--- config.mk ---
export PLATFORM = sky130hd
export DESIGN_NAME = rtc_calendar_core_flat
export DESIGN_NICKNAME = d
export VERILOG_FILES = /design/src/rtl/rtc_calendar_core_if.sv /design/src/rtl/rtc_calendar_core.sv /design/src/flat_wrapper.sv
export SDC_FILE = /design/constraint.sdc
export NUM_CORES = 1
export LEC_CHECK = 0
export ABC_AREA = 1
export CAP_MARGIN = 20
export CORE_ASPECT_RATIO = 0.9
export CORE_MARGIN = 4
export CORE_UTILIZATION = 55
export DETAILED_ROUTE_END_ITERATION = 12
export GPL_ROUTABILITY_DRIVEN = 0
export PLACE_DENSITY_LB_ADDON = 0.1
export SETUP_SLACK_MARGIN = 0.05
export SLEW_MARGIN = 20
export SYNTH_ARGS = -nofsm -noshare
export SYNTH_HDL_FRONTEND = slang
export SYNTH_SLANG_ARGS = --single-unit
--- constraint.sdc ---
create_clock -name clock -period 2.7 [get_ports clock]
set_clock_uncertainty 0.05 [all_clocks]
set_input_delay 0.54 -clock clock [delete_from_list [all_inputs] [get_ports clock]]
set_output_delay 0.54 -clock clock [all_outputs]
set_load 0.005 [all_outputs]
--- src/rtl/rtc_calendar_core_if.sv ---
// rtc_calendar_core_if
//   Bundles the key pulses, alarm configuration and the binary time/calendar
//   fields that pass between the key debouncers, the calendar core and the
//   display mux.
//
//   Signals
//     mode_next    1  pulse: advance to the next set field / back to RUN
//     key_inc      1  pulse: increment the selected field
//     key_dec      1  pulse: decrement the selected field
//     alarm_en     1  daily alarm enable
//     alarm_hour   5  alarm hour 0..23
//     alarm_min    6  alarm minute 0..59
//     second       6  0..59
//     minute       6  0..59
//     hour         5  0..23
//     day          5  1..days in month
//     month        4  1..12
//     year         7  0..99 (offset from 2000)
//     field_sel    3  0=RUN,1=HOUR,2=MIN,3=YEAR,4=MONTH,5=DAY
//     running      1  high while counting time
//     sec_pulse    1  one cycle high when a new second appears
//     alarm_pulse  1  one cycle high when the alarm time is reached
//
//   Modports
//     master  key/alarm source and field consumer (debouncers + display side)
//     slave   the calendar core itself
interface rtc_calendar_core_if;
  logic       mode_next;
  logic       key_inc;
  logic       key_dec;
  logic       alarm_en;
  logic [4:0] alarm_hour;
  logic [5:0] alarm_min;
  logic [5:0] second;
  logic [5:0] minute;
  logic [4:0] hour;
  logic [4:0] day;
  logic [3:0] month;
  logic [6:0] year;
  logic [2:0] field_sel;
  logic       running;
  logic       sec_pulse;
  logic       alarm_pulse;

  modport master (
    output mode_next, key_inc, key_dec, alarm_en, alarm_hour, alarm_min,
    input  second, minute, hour, day, month, year,
    input  field_sel, running, sec_pulse, alarm_pulse
  );

  modport slave (
    input  mode_next, key_inc, key_dec, alarm_en, alarm_hour, alarm_min,
    output second, minute, hour, day, month, year,
    output field_sel, running, sec_pulse, alarm_pulse
  );
endinterface

--- src/rtl/rtc_calendar_core.sv ---
// rtc_calendar_core
//   Time-of-day and calendar core: hh:mm:ss plus day/month/year for the
//   years 2000..2099 with leap-year February, a per-field set mode driven by
//   inc/dec/mode key pulses, and a daily hh:mm alarm. Every output is a
//   register; nothing from the key inputs reaches an output combinationally.
//
//   Parameters
//     TICKS_PER_SEC  clock cycles per second (>= 2)
//     PRESC_W        prescaler width, must hold TICKS_PER_SEC-1
//
//   Ports
//     clock  in  system clock
//     reset  in  synchronous active-high reset, wins over every input
//     bus    slave side of rtc_calendar_core_if (keys, alarm, fields out)
module rtc_calendar_core #(
  parameter int TICKS_PER_SEC = 32768,
  parameter int PRESC_W       = 15
) (
  input logic              clock,
  input logic              reset,
  rtc_calendar_core_if.slave bus
);

  typedef enum logic [2:0] {
    RUN       = 3'd0,
    SET_HOUR  = 3'd1,
    SET_MIN   = 3'd2,
    SET_YEAR  = 3'd3,
    SET_MONTH = 3'd4,
    SET_DAY   = 3'd5
  } state_t;

  localparam logic [PRESC_W-1:0] PRESC_MAX = PRESC_W'(TICKS_PER_SEC - 1);

  state_t state;
  state_t state_next;

  logic [PRESC_W-1:0] presc;
  logic [5:0]         second_q;
  logic [5:0]         minute_q;
  logic [4:0]         hour_q;
  logic [4:0]         day_q;
  logic [3:0]         month_q;
  logic [6:0]         year_q;
  logic               running_q;
  logic               sec_pulse_q;
  logic               alarm_pulse_q;

  logic [4:0] dim;
  logic       tick;
  logic       sec_wrap, min_wrap, hour_wrap, day_wrap, month_wrap;
  logic [5:0] second_n;
  logic [5:0] minute_n;
  logic [4:0] hour_n;
  logic [4:0] day_n;
  logic [3:0] month_n;
  logic [6:0] year_n;
  logic       alarm_hit;
  logic       edit_up;
  logic       edit_any;

  // Days in month; the century year 2000 is a leap year, so year[1:0]==0
  // alone decides February across 2000..2099.
  function automatic logic [4:0] days_in_month(input logic [3:0] m,
                                               input logic [6:0] y);
    logic [4:0] d;
    case (m)
      4'd4, 4'd6, 4'd9, 4'd11: d = 5'd30;
      4'd2:                    d = (y[1:0] == 2'b00) ? 5'd29 : 5'd28;
      default:                 d = 5'd31;
    endcase
    return d;
  endfunction

  // One wrapping step inside lo..hi, used for every editable field.
  function automatic logic [6:0] wrap_step(input logic [6:0] val,
                                           input logic [6:0] lo,
                                           input logic [6:0] hi,
                                           input logic       up);
    logic [6:0] r;
    if (up) r = (val >= hi) ? lo : val + 7'd1;
    else    r = (val <= lo) ? hi : val - 7'd1;
    return r;
  endfunction

  // State register.
  always_ff @(posedge clock) begin
    if (reset) state <= RUN;
    else       state <= state_next;
  end

  // Mode key walks the field ring; any other input leaves the state alone.
  always_comb begin
    state_next = state;
    if (bus.mode_next) begin
      case (state)
        RUN:       state_next = SET_HOUR;
        SET_HOUR:  state_next = SET_MIN;
        SET_MIN:   state_next = SET_YEAR;
        SET_YEAR:  state_next = SET_MONTH;
        SET_MONTH: state_next = SET_DAY;
        SET_DAY:   state_next = RUN;
        default:   state_next = RUN;
      endcase
    end
  end

  // Next values for a one-second advance with the full carry chain, so that
  // every field rolls over on the same edge.
  always_comb begin
    dim        = days_in_month(month_q, year_q);
    tick       = (state == RUN) && (presc == PRESC_MAX);
    sec_wrap   = (second_q == 6'd59);
    min_wrap   = sec_wrap && (minute_q == 6'd59);
    hour_wrap  = min_wrap && (hour_q == 5'd23);
    day_wrap   = hour_wrap && (day_q >= dim);
    month_wrap = day_wrap && (month_q == 4'd12);

    second_n = sec_wrap ? 6'd0 : second_q + 6'd1;
    minute_n = min_wrap ? 6'd0 : (sec_wrap ? minute_q + 6'd1 : minute_q);
    hour_n   = hour_wrap ? 5'd0 : (min_wrap ? hour_q + 5'd1 : hour_q);
    day_n    = day_wrap ? 5'd1 : (hour_wrap ? day_q + 5'd1 : day_q);
    month_n  = month_wrap ? 4'd1 : (day_wrap ? month_q + 4'd1 : month_q);
    year_n   = year_q;
    if (month_wrap) year_n = (year_q == 7'd99) ? 7'd0 : year_q + 7'd1;

    alarm_hit = bus.alarm_en && (hour_n == bus.alarm_hour) &&
                (minute_n == bus.alarm_min) && (second_n == 6'd0);

    // Simultaneous inc and dec cancel out.
    edit_any = bus.key_inc ^ bus.key_dec;
    edit_up  = bus.key_inc;
  end

  // Time/calendar registers: count in RUN, edit the selected field in the
  // set states. The day clamp sits last so it overrides everything and
  // repairs an out-of-range day one edge after a month/year change.
  always_ff @(posedge clock) begin
    if (reset) begin
      presc         <= '0;
      second_q      <= 6'd0;
      minute_q      <= 6'd0;
      hour_q        <= 5'd0;
      day_q         <= 5'd1;
      month_q       <= 4'd1;
      year_q        <= 7'd0;
      running_q     <= 1'b1;
      sec_pulse_q   <= 1'b0;
      alarm_pulse_q <= 1'b0;
    end else begin
      running_q     <= (state_next == RUN);
      sec_pulse_q   <= tick;
      alarm_pulse_q <= tick && alarm_hit;

      if (state == RUN) begin
        if (tick) begin
          presc    <= '0;
          second_q <= second_n;
          minute_q <= minute_n;
          hour_q   <= hour_n;
          day_q    <= day_n;
          month_q  <= month_n;
          year_q   <= year_n;
        end else begin
          presc <= presc + PRESC_W'(1);
        end
      end else begin
        presc <= '0;
        if (edit_any) begin
          case (state)
            SET_HOUR:  hour_q   <= 5'(wrap_step({2'b0, hour_q}, 7'd0, 7'd23, edit_up));
            SET_MIN:   minute_q <= 6'(wrap_step({1'b0, minute_q}, 7'd0, 7'd59, edit_up));
            SET_YEAR:  year_q   <= wrap_step(year_q, 7'd0, 7'd99, edit_up);
            SET_MONTH: month_q  <= 4'(wrap_step({3'b0, month_q}, 7'd1, 7'd12, edit_up));
            SET_DAY:   day_q    <= 5'(wrap_step({2'b0, day_q}, 7'd1, {2'b0, dim}, edit_up));
            default:   ;
          endcase
        end
        // Leaving set mode restarts the second from a clean boundary.
        if ((state == SET_DAY) && bus.mode_next) second_q <= 6'd0;
      end

      if (day_q > dim) day_q <= dim;
    end
  end

  assign bus.second      = second_q;
  assign bus.minute      = minute_q;
  assign bus.hour        = hour_q;
  assign bus.day         = day_q;
  assign bus.month       = month_q;
  assign bus.year        = year_q;
  assign bus.field_sel   = state;
  assign bus.running     = running_q;
  assign bus.sec_pulse   = sec_pulse_q;
  assign bus.alarm_pulse = alarm_pulse_q;

endmodule

--- src/flat_wrapper.sv ---
// flat-port wrapper written by rule: the top's interface ports become plain ports
module rtc_calendar_core_flat 
#(
  parameter int TICKS_PER_SEC = 32768,
  parameter int PRESC_W       = 15
)
  (clock, reset, bus_mode_next, bus_key_inc, bus_key_dec, bus_alarm_en, bus_alarm_hour, bus_alarm_min, bus_second, bus_minute, bus_hour, bus_day, bus_month, bus_year, bus_field_sel, bus_running, bus_sec_pulse, bus_alarm_pulse);
  rtc_calendar_core_if bus_i ();
  input logic clock;
  input logic reset;
  input wire logic [$bits(bus_i.mode_next)-1:0] bus_mode_next;
  input wire logic [$bits(bus_i.key_inc)-1:0] bus_key_inc;
  input wire logic [$bits(bus_i.key_dec)-1:0] bus_key_dec;
  input wire logic [$bits(bus_i.alarm_en)-1:0] bus_alarm_en;
  input wire logic [$bits(bus_i.alarm_hour)-1:0] bus_alarm_hour;
  input wire logic [$bits(bus_i.alarm_min)-1:0] bus_alarm_min;
  output wire logic [$bits(bus_i.second)-1:0] bus_second;
  output wire logic [$bits(bus_i.minute)-1:0] bus_minute;
  output wire logic [$bits(bus_i.hour)-1:0] bus_hour;
  output wire logic [$bits(bus_i.day)-1:0] bus_day;
  output wire logic [$bits(bus_i.month)-1:0] bus_month;
  output wire logic [$bits(bus_i.year)-1:0] bus_year;
  output wire logic [$bits(bus_i.field_sel)-1:0] bus_field_sel;
  output wire logic [$bits(bus_i.running)-1:0] bus_running;
  output wire logic [$bits(bus_i.sec_pulse)-1:0] bus_sec_pulse;
  output wire logic [$bits(bus_i.alarm_pulse)-1:0] bus_alarm_pulse;
  assign bus_i.mode_next = bus_mode_next;
  assign bus_i.key_inc = bus_key_inc;
  assign bus_i.key_dec = bus_key_dec;
  assign bus_i.alarm_en = bus_alarm_en;
  assign bus_i.alarm_hour = bus_alarm_hour;
  assign bus_i.alarm_min = bus_alarm_min;
  assign bus_second = bus_i.second;
  assign bus_minute = bus_i.minute;
  assign bus_hour = bus_i.hour;
  assign bus_day = bus_i.day;
  assign bus_month = bus_i.month;
  assign bus_year = bus_i.year;
  assign bus_field_sel = bus_i.field_sel;
  assign bus_running = bus_i.running;
  assign bus_sec_pulse = bus_i.sec_pulse;
  assign bus_alarm_pulse = bus_i.alarm_pulse;
  rtc_calendar_core #(.TICKS_PER_SEC(TICKS_PER_SEC), .PRESC_W(PRESC_W)) u_core (.clock(clock), .reset(reset), .bus(bus_i));
endmodule
# After elaboration in Yosys (flattened, before gate mapping)
# Cells that the tools add are included.
# totals
reg_bits	54
input_bits	17
out_inout_bits	39
# op_classes
n_addsub	16
order_cmp	12
eq_ne	23
n_mux	54
n_bitwise	2
reduce_logical	30
# ops
op	n
2-to-1 mux 5 bit	19
2-to-1 mux 6 bit	13
2-to-1 mux 7 bit	9
2-to-1 mux 4 bit	9
adder 5 x 1 -> 5 bit (second input constant)	4
adder 6 x 1 -> 6 bit (second input constant)	3
adder 15 x 1 -> 15 bit (second input constant)	1
equality test 15 bit (second input constant)	1
case mux 3 bit (5 select lines)	1
equality test 4 bit (second input constant)	3
equality test 6 bit (second input constant)	2
AND reduction 4 bit	3
nonzero test 2 bit	6
greater-or-equal comparator 5 bit	2
less-or-equal comparator 5 x 1 -> 1 bit (second input constant)	2
logical AND 1 bit	10
case mux 5 bit (2 select lines)	1
subtractor 5 x 1 -> 5 bit (second input constant)	2
adder 4 x 1 -> 4 bit (second input constant)	2
equality test 4 x 3 -> 1 bit (second input constant)	2
adder 7 x 1 -> 7 bit (second input constant)	1
equality test 7 bit (second input constant)	1
greater-or-equal comparator 7 bit (second input constant)	1
less-or-equal comparator 7 x 1 -> 1 bit (second input constant)	1
32 further kinds	38

# Longest topological paths before layout
# logic_depth
depth_word	10
depth_mapped	17
mapped_depth_nobuf	17

# Worst setup path after synthesis
# Ideal clock, no wire load.
# synth_timing
kind	register to register
from	register u_core.month_q[0] (netlist: u_core.bus.month[0])
to	register u_core.day_q[0] (netlist: u_core.bus.day[0])
setup_time_ns	0.115
arrival_time_ns	2.260
slack_ns	0.275
stages_incl_launch_ff	17
n_path_buf	0
period_less_slack_ns	2.425
path_cell_list	dfxtp_1 > inv_1 > ha_1 > o211ai_1 > o211ai_1 > inv_1 > ha_1 > nand2_1 > inv_1 > o21ai_1 > nand2_1 > nor2_1 > inv_1 > nand3_1 > nand3_1 > nand3_1 > nand2_1
# synth_between
elab_chain_cells	10
word_cells_on_any_way	25
cone_classes	3 x order compare; 7 x eq/ne; 10 x mux; 5 x reduce/logical
# synth_rtl
element	line	rtl
from (decl)	rtc_calendar_core.sv:43	logic [3:0] month_q;
from (signal assigned)	rtc_calendar_core.sv:162	month_q <= month_n;
from (signal assigned)	rtc_calendar_core.sv:174	SET_MONTH: month_q <= 4'(wrap_step({3'b0, month_q}, 7'd1, 7'd12, edit_up));
equality test 4 x 3 -> 1 bit or equality test 4 bit (tied branches)	rtc_calendar_core.sv:67	case (m)
OR reduction 4 bit	rtc_calendar_core.sv:67	
case mux 5 bit (2 select lines) (*)	rtc_calendar_core.sv:67	
greater-or-equal comparator 5 bit	rtc_calendar_core.sv:81, rtc_calendar_core.sv:116	
2-to-1 mux 5 bit (2 in a row)	rtc_calendar_core.sv:81	if (up) r = (val >= hi) ? lo : val + 7'd1;
2-to-1 mux 5 bit	rtc_calendar_core.sv:170	case (state)
2-to-1 mux 5 bit	rtc_calendar_core.sv:169	if (edit_any) begin
2-to-1 mux 5 bit	rtc_calendar_core.sv:155	if (state == RUN) begin
2-to-1 mux 5 bit	rtc_calendar_core.sv:183	if (day_q > dim) day_q <= dim;
to (signal assigned)	rtc_calendar_core.sv:161	day_q <= day_n;
to (signal assigned)	rtc_calendar_core.sv:175	SET_DAY: day_q <= 5'(wrap_step({2'b0, day_q}, 7'd1, {2'b0, dim}, edit_up));
to (signal assigned)	rtc_calendar_core.sv:183	
to (decl)	rtc_calendar_core.sv:42	logic [4:0] day_q;
# Mark *: on every way between the ends. The rest lies on a longest branch, timed or not. The select of a mux whose other input is x is not followed.
# A chain may end at the register's enable or synchronous reset.

# Worst setup path after layout
# layout_timing
from	register u_core.year_q[0] (netlist: u_core.bus.year[0])
to	register u_core.day_q[4] (netlist: u_core.bus.day[4])
# layout_between
elab_chain_cells	10
word_cells_on_any_way	20
cone_classes	3 x order compare; 2 x eq/ne; 10 x mux; 5 x reduce/logical
# layout_rtl
element	line	rtl
from (decl)	rtc_calendar_core.sv:44	logic [6:0] year_q;
from (signal assigned)	rtc_calendar_core.sv:163	year_q <= year_n;
from (signal assigned)	rtc_calendar_core.sv:173	SET_YEAR: year_q <= wrap_step(year_q, 7'd0, 7'd99, edit_up);
zero test 2 bit (*)	rtc_calendar_core.sv:69	4'd2: d = (y[1:0] == 2'b00) ? 5'd29 : 5'd28;
2-to-1 mux 1 bit (*)	rtc_calendar_core.sv:69	
case mux 5 bit (2 select lines) (*)	rtc_calendar_core.sv:67	
greater-or-equal comparator 5 bit	rtc_calendar_core.sv:81, rtc_calendar_core.sv:116	
2-to-1 mux 5 bit (2 in a row)	rtc_calendar_core.sv:81	
2-to-1 mux 5 bit	rtc_calendar_core.sv:170	
2-to-1 mux 5 bit	rtc_calendar_core.sv:169	
2-to-1 mux 5 bit	rtc_calendar_core.sv:155	
2-to-1 mux 5 bit	rtc_calendar_core.sv:183	
# Marks and branches as above.

==> impl_metrics.env <==
export IMPL_ys_ff_latch=54
export IMPL_place_area_um2=5100
export IMPL_antenna_diode_count=0
export IMPL_grt_max_degree=20
export IMPL_gr_usage_met3_pct=4.92
export IMPL_whs_path_depth=1
export IMPL_cp_depth=12
export IMPL_use_met2_pct=39.8
export IMPL_dieWidth_um=103
export IMPL_p_switching_mw=0.735
export IMPL_drt_total_wl_mm=12.2
export IMPL_ir_drop_v=0.000222
export IMPL_yosysSeqAreaShare_pct=24.3
export IMPL_drv_cap=0
export IMPL_syn_area_um2=4450
export IMPL_worst_pin_slew_ns=0.690
export IMPL_first_pass_iters=7
export IMPL_fp_dieH_um=93.3
export IMPL_grt_pass1_wl_mm=19.9
export IMPL_status="complete, no violations"
export IMPL_hold_viol_final=0
export IMPL_final_common_cell="nand2_1"
export IMPL_drive_gt1_share_pct=7.74
export IMPL_cp_slowest_cell="dfxtp_2"
export IMPL_internal_power_mw=1.28
export IMPL_worstSkewPairLatency_ns=0.32
export IMPL_ctsLongestPathBuffers=2
export IMPL_numCtsBuffers=5
export IMPL_min_period_over_period_pct=89.2
export IMPL_final_util_pct=68.5
export IMPL_finalSetupViolations=0
export IMPL_cp_arrival_ns=2.58
export IMPL_use_met1_pct=35.2
export IMPL_max_freq_mhz=415
export IMPL_drt_iter0_markers=498
export IMPL_grt_pass1_vias=4238
export IMPL_antenna_found_initial=0
export IMPL_critPathMaxFanout=7
export IMPL_required_ns=2.87
export IMPL_slowest_delay_ns=0.40
export IMPL_syn_area_per_cell_um2=6.09
export IMPL_yosysUniqueCellTypes=42
export IMPL_critPathKind="flip-flop to flip-flop"
export IMPL_finalCriticalPeriod_ns=2.41
export IMPL_io_buffer_count=55
export IMPL_grt_ovfl_total=0
export IMPL_ant_nets=0
export IMPL_start_kind="flip-flop"
export IMPL_htreeDepth=2
export IMPL_clk_pin_slew_ns=0.11
export IMPL_root_buffer="clkbuf_8"
export IMPL_via_per_inst=5.56
export IMPL_timing_hold_worst_class="flip-flop to flip-flop"
export IMPL_rsz0062_at_grt="false"
export IMPL_place_ws_ns=0.0426
export IMPL_setup_ws_ns=0.293
export IMPL_path_cells="inv_1 > ha_1 > o211ai_1 > inv_1 > ha_1 > o21bai_2 > nand3_2 > o211ai_1 > nand3_2 > buf_4 > nor2_1 > nor2_1"
export IMPL_syn_num_nets=766
export IMPL_combPwrFrac_pct=30.8
export IMPL_rows=30
export IMPL_area_growth_pct=18.6
export IMPL_end_kind="flip-flop"
export IMPL_vias=4911
export IMPL_crit_family="compound AO/OA/AOI/OAI gates"
export IMPL_grt_most_used_layer="met2"
export IMPL_final_area_um2=5270
export IMPL_nNetsFinal=823
export IMPL_grt_use_total_pct=25.2
export IMPL_p_sw_share_pct=36.6
export IMPL_p_leak_nw=2.39
export IMPL_p_per_area_nw_per_um2=381
export IMPL_power_frac_clock_pct=24.9
export IMPL_maxSlewViolCount=0
export IMPL_cts_hold_buf=0
export IMPL_yosys_warnings=0
export IMPL_wl_per_cell_um=13.8
export IMPL_cts_tree="built"
export IMPL_r2r_cells=12
export IMPL_power_frac_seq_pct=44.3
export IMPL_final_setup_tns_ns=0
export IMPL_cts_sinks=54
export IMPL_die_area_um2=9590
export IMPL_drc=0
export IMPL_boundaryPins=56
export IMPL_start_util_pct=57.8
export IMPL_hpwlAfterDp_mm=9.15
export IMPL_slew_headroom_pct=53.7
export IMPL_worst_path_buf_inv=3
export IMPL_final_cell_mix="nand2_1 (182), nor2_1 (104), inv_1 (83)"
export IMPL_netlist_instances=730
export IMPL_placeableCoreArea_um2=7690
state kept, by name, summed over array words and instances (netlist names):
| signal | flops |
|---|---|
| u_core.bus.alarm_pulse | 1 |
| u_core.bus.day | 5 |
| u_core.bus.field_sel | 3 |
| u_core.bus.hour | 5 |
| u_core.bus.minute | 6 |
| u_core.bus.month | 4 |
| u_core.bus.running | 1 |
| u_core.bus.sec_pulse | 1 |
| u_core.bus.second | 6 |
| u_core.bus.year | 7 |
| u_core.presc | 15 |
synthesized netlist by cell type (all sizes together):
master	instances	share of area, %
o311ai	1	0.20
nor3b	3	0.51
nand3b	3	0.51
or3	1	0.14
o21ai	53	6.0
nand4	21	3.0
o22ai	2	0.28
nor3	14	1.9
a22oi	1	0.17
a21boi	1	0.17
a211oi	2	0.34
dfxtp	54	24
clkbuf	6	0.51
a31oi	3	0.42
buf	14	1.8
nand3	75	9.1
o211ai	5	0.84
ha	19	5.3
o21bai	1	0.17
xnor2	8	1.6
xor2	19	3.7
o31ai	1	0.17
o31a	1	0.20
inv	88	7.4
nor2	114	11
and3	1	0.14
a21oi	29	3.3
nand2	190	17
area by class of cell:
cell class	instances	area (µm²)
multi-input combinational	569	2980
fill	711	2420
clock buffer	5	68.8
tap	96	120
inverter	88	330
timing repair buffer	69	656
clock inverter	3	28.8
sequential	54	1090
stage by stage:
step | hold slack [ns] | cells | total power, mW
floorplan | 0.368 | 730 | 1.30
global placement | 0.380 | 872 | 1.49
detailed placement | 0.394 | 872 | 1.50
CTS | 0.412 | 880 | 2.00
global route | 0.436 | 884 | 2.13
finish | 0.407 | 884 | 2.01
logic make-up (layout without fill, tap and decap cells):
logic type / count (synthesis) / count (layout) / synth area share [%]
XOR/XNOR: 27 / 27 / 5.32
AO/OA/AOI/OAI: 100 / 100 / 12.2
flip-flops: 54 / 54 / 24.3
AND/OR/NAND/NOR: 422 / 423 / 43.1
adder cells (fa/ha/maj): 19 / 19 / 5.35
buffers and inverters: 108 / 165 / 9.74
repair_timing:
action	4_1_cts	5_1_grt
gates cloned	0	1
setup endpoints to repair	3	16
gates resized for setup	1	14
pin swaps	0	4
buffers inserted	0	3
per-layer routing:
metal | vias up | wire, µm
li1 | 2493 | -
met1 | 2161 | 5370
met2 | 236 | 5410
met3 | 21 | 1200
met4 | 0 | 209
met5 | - | 0
power by group through the flow:
| stage | logic, mW | registers [mW] | clock network [mW] |
|---|---|---|---|
| 2_1_floorplan | 0.415 | 0.886 | 0 |
| 3_3_place_gp | 0.587 | 0.904 | 0 |
| 3_5_place_dp | 0.595 | 0.907 | 0 |
| 4_1_cts | 0.599 | 0.888 | 0.512 |
| 5_1_grt | 0.696 | 0.897 | 0.539 |
| 6_report | 0.620 | 0.890 | 0.501 |
final timing paths:
check	from	slack (ns)	to
max	u_core.bus.year[0]$_SDFFE_PP0P_	0.29	u_core.bus.day[4]$_SDFFE_PP0P_
min reg2reg	u_core.presc[0]$_SDFF_PP0_	0.41	u_core.presc[0]$_SDFF_PP0_
max reg2reg	u_core.bus.year[0]$_SDFFE_PP0P_	0.29	u_core.bus.day[4]$_SDFFE_PP0P_
min	u_core.presc[0]$_SDFF_PP0_	0.41	u_core.presc[0]$_SDFF_PP0_
(Power assumes the default switching activity.)
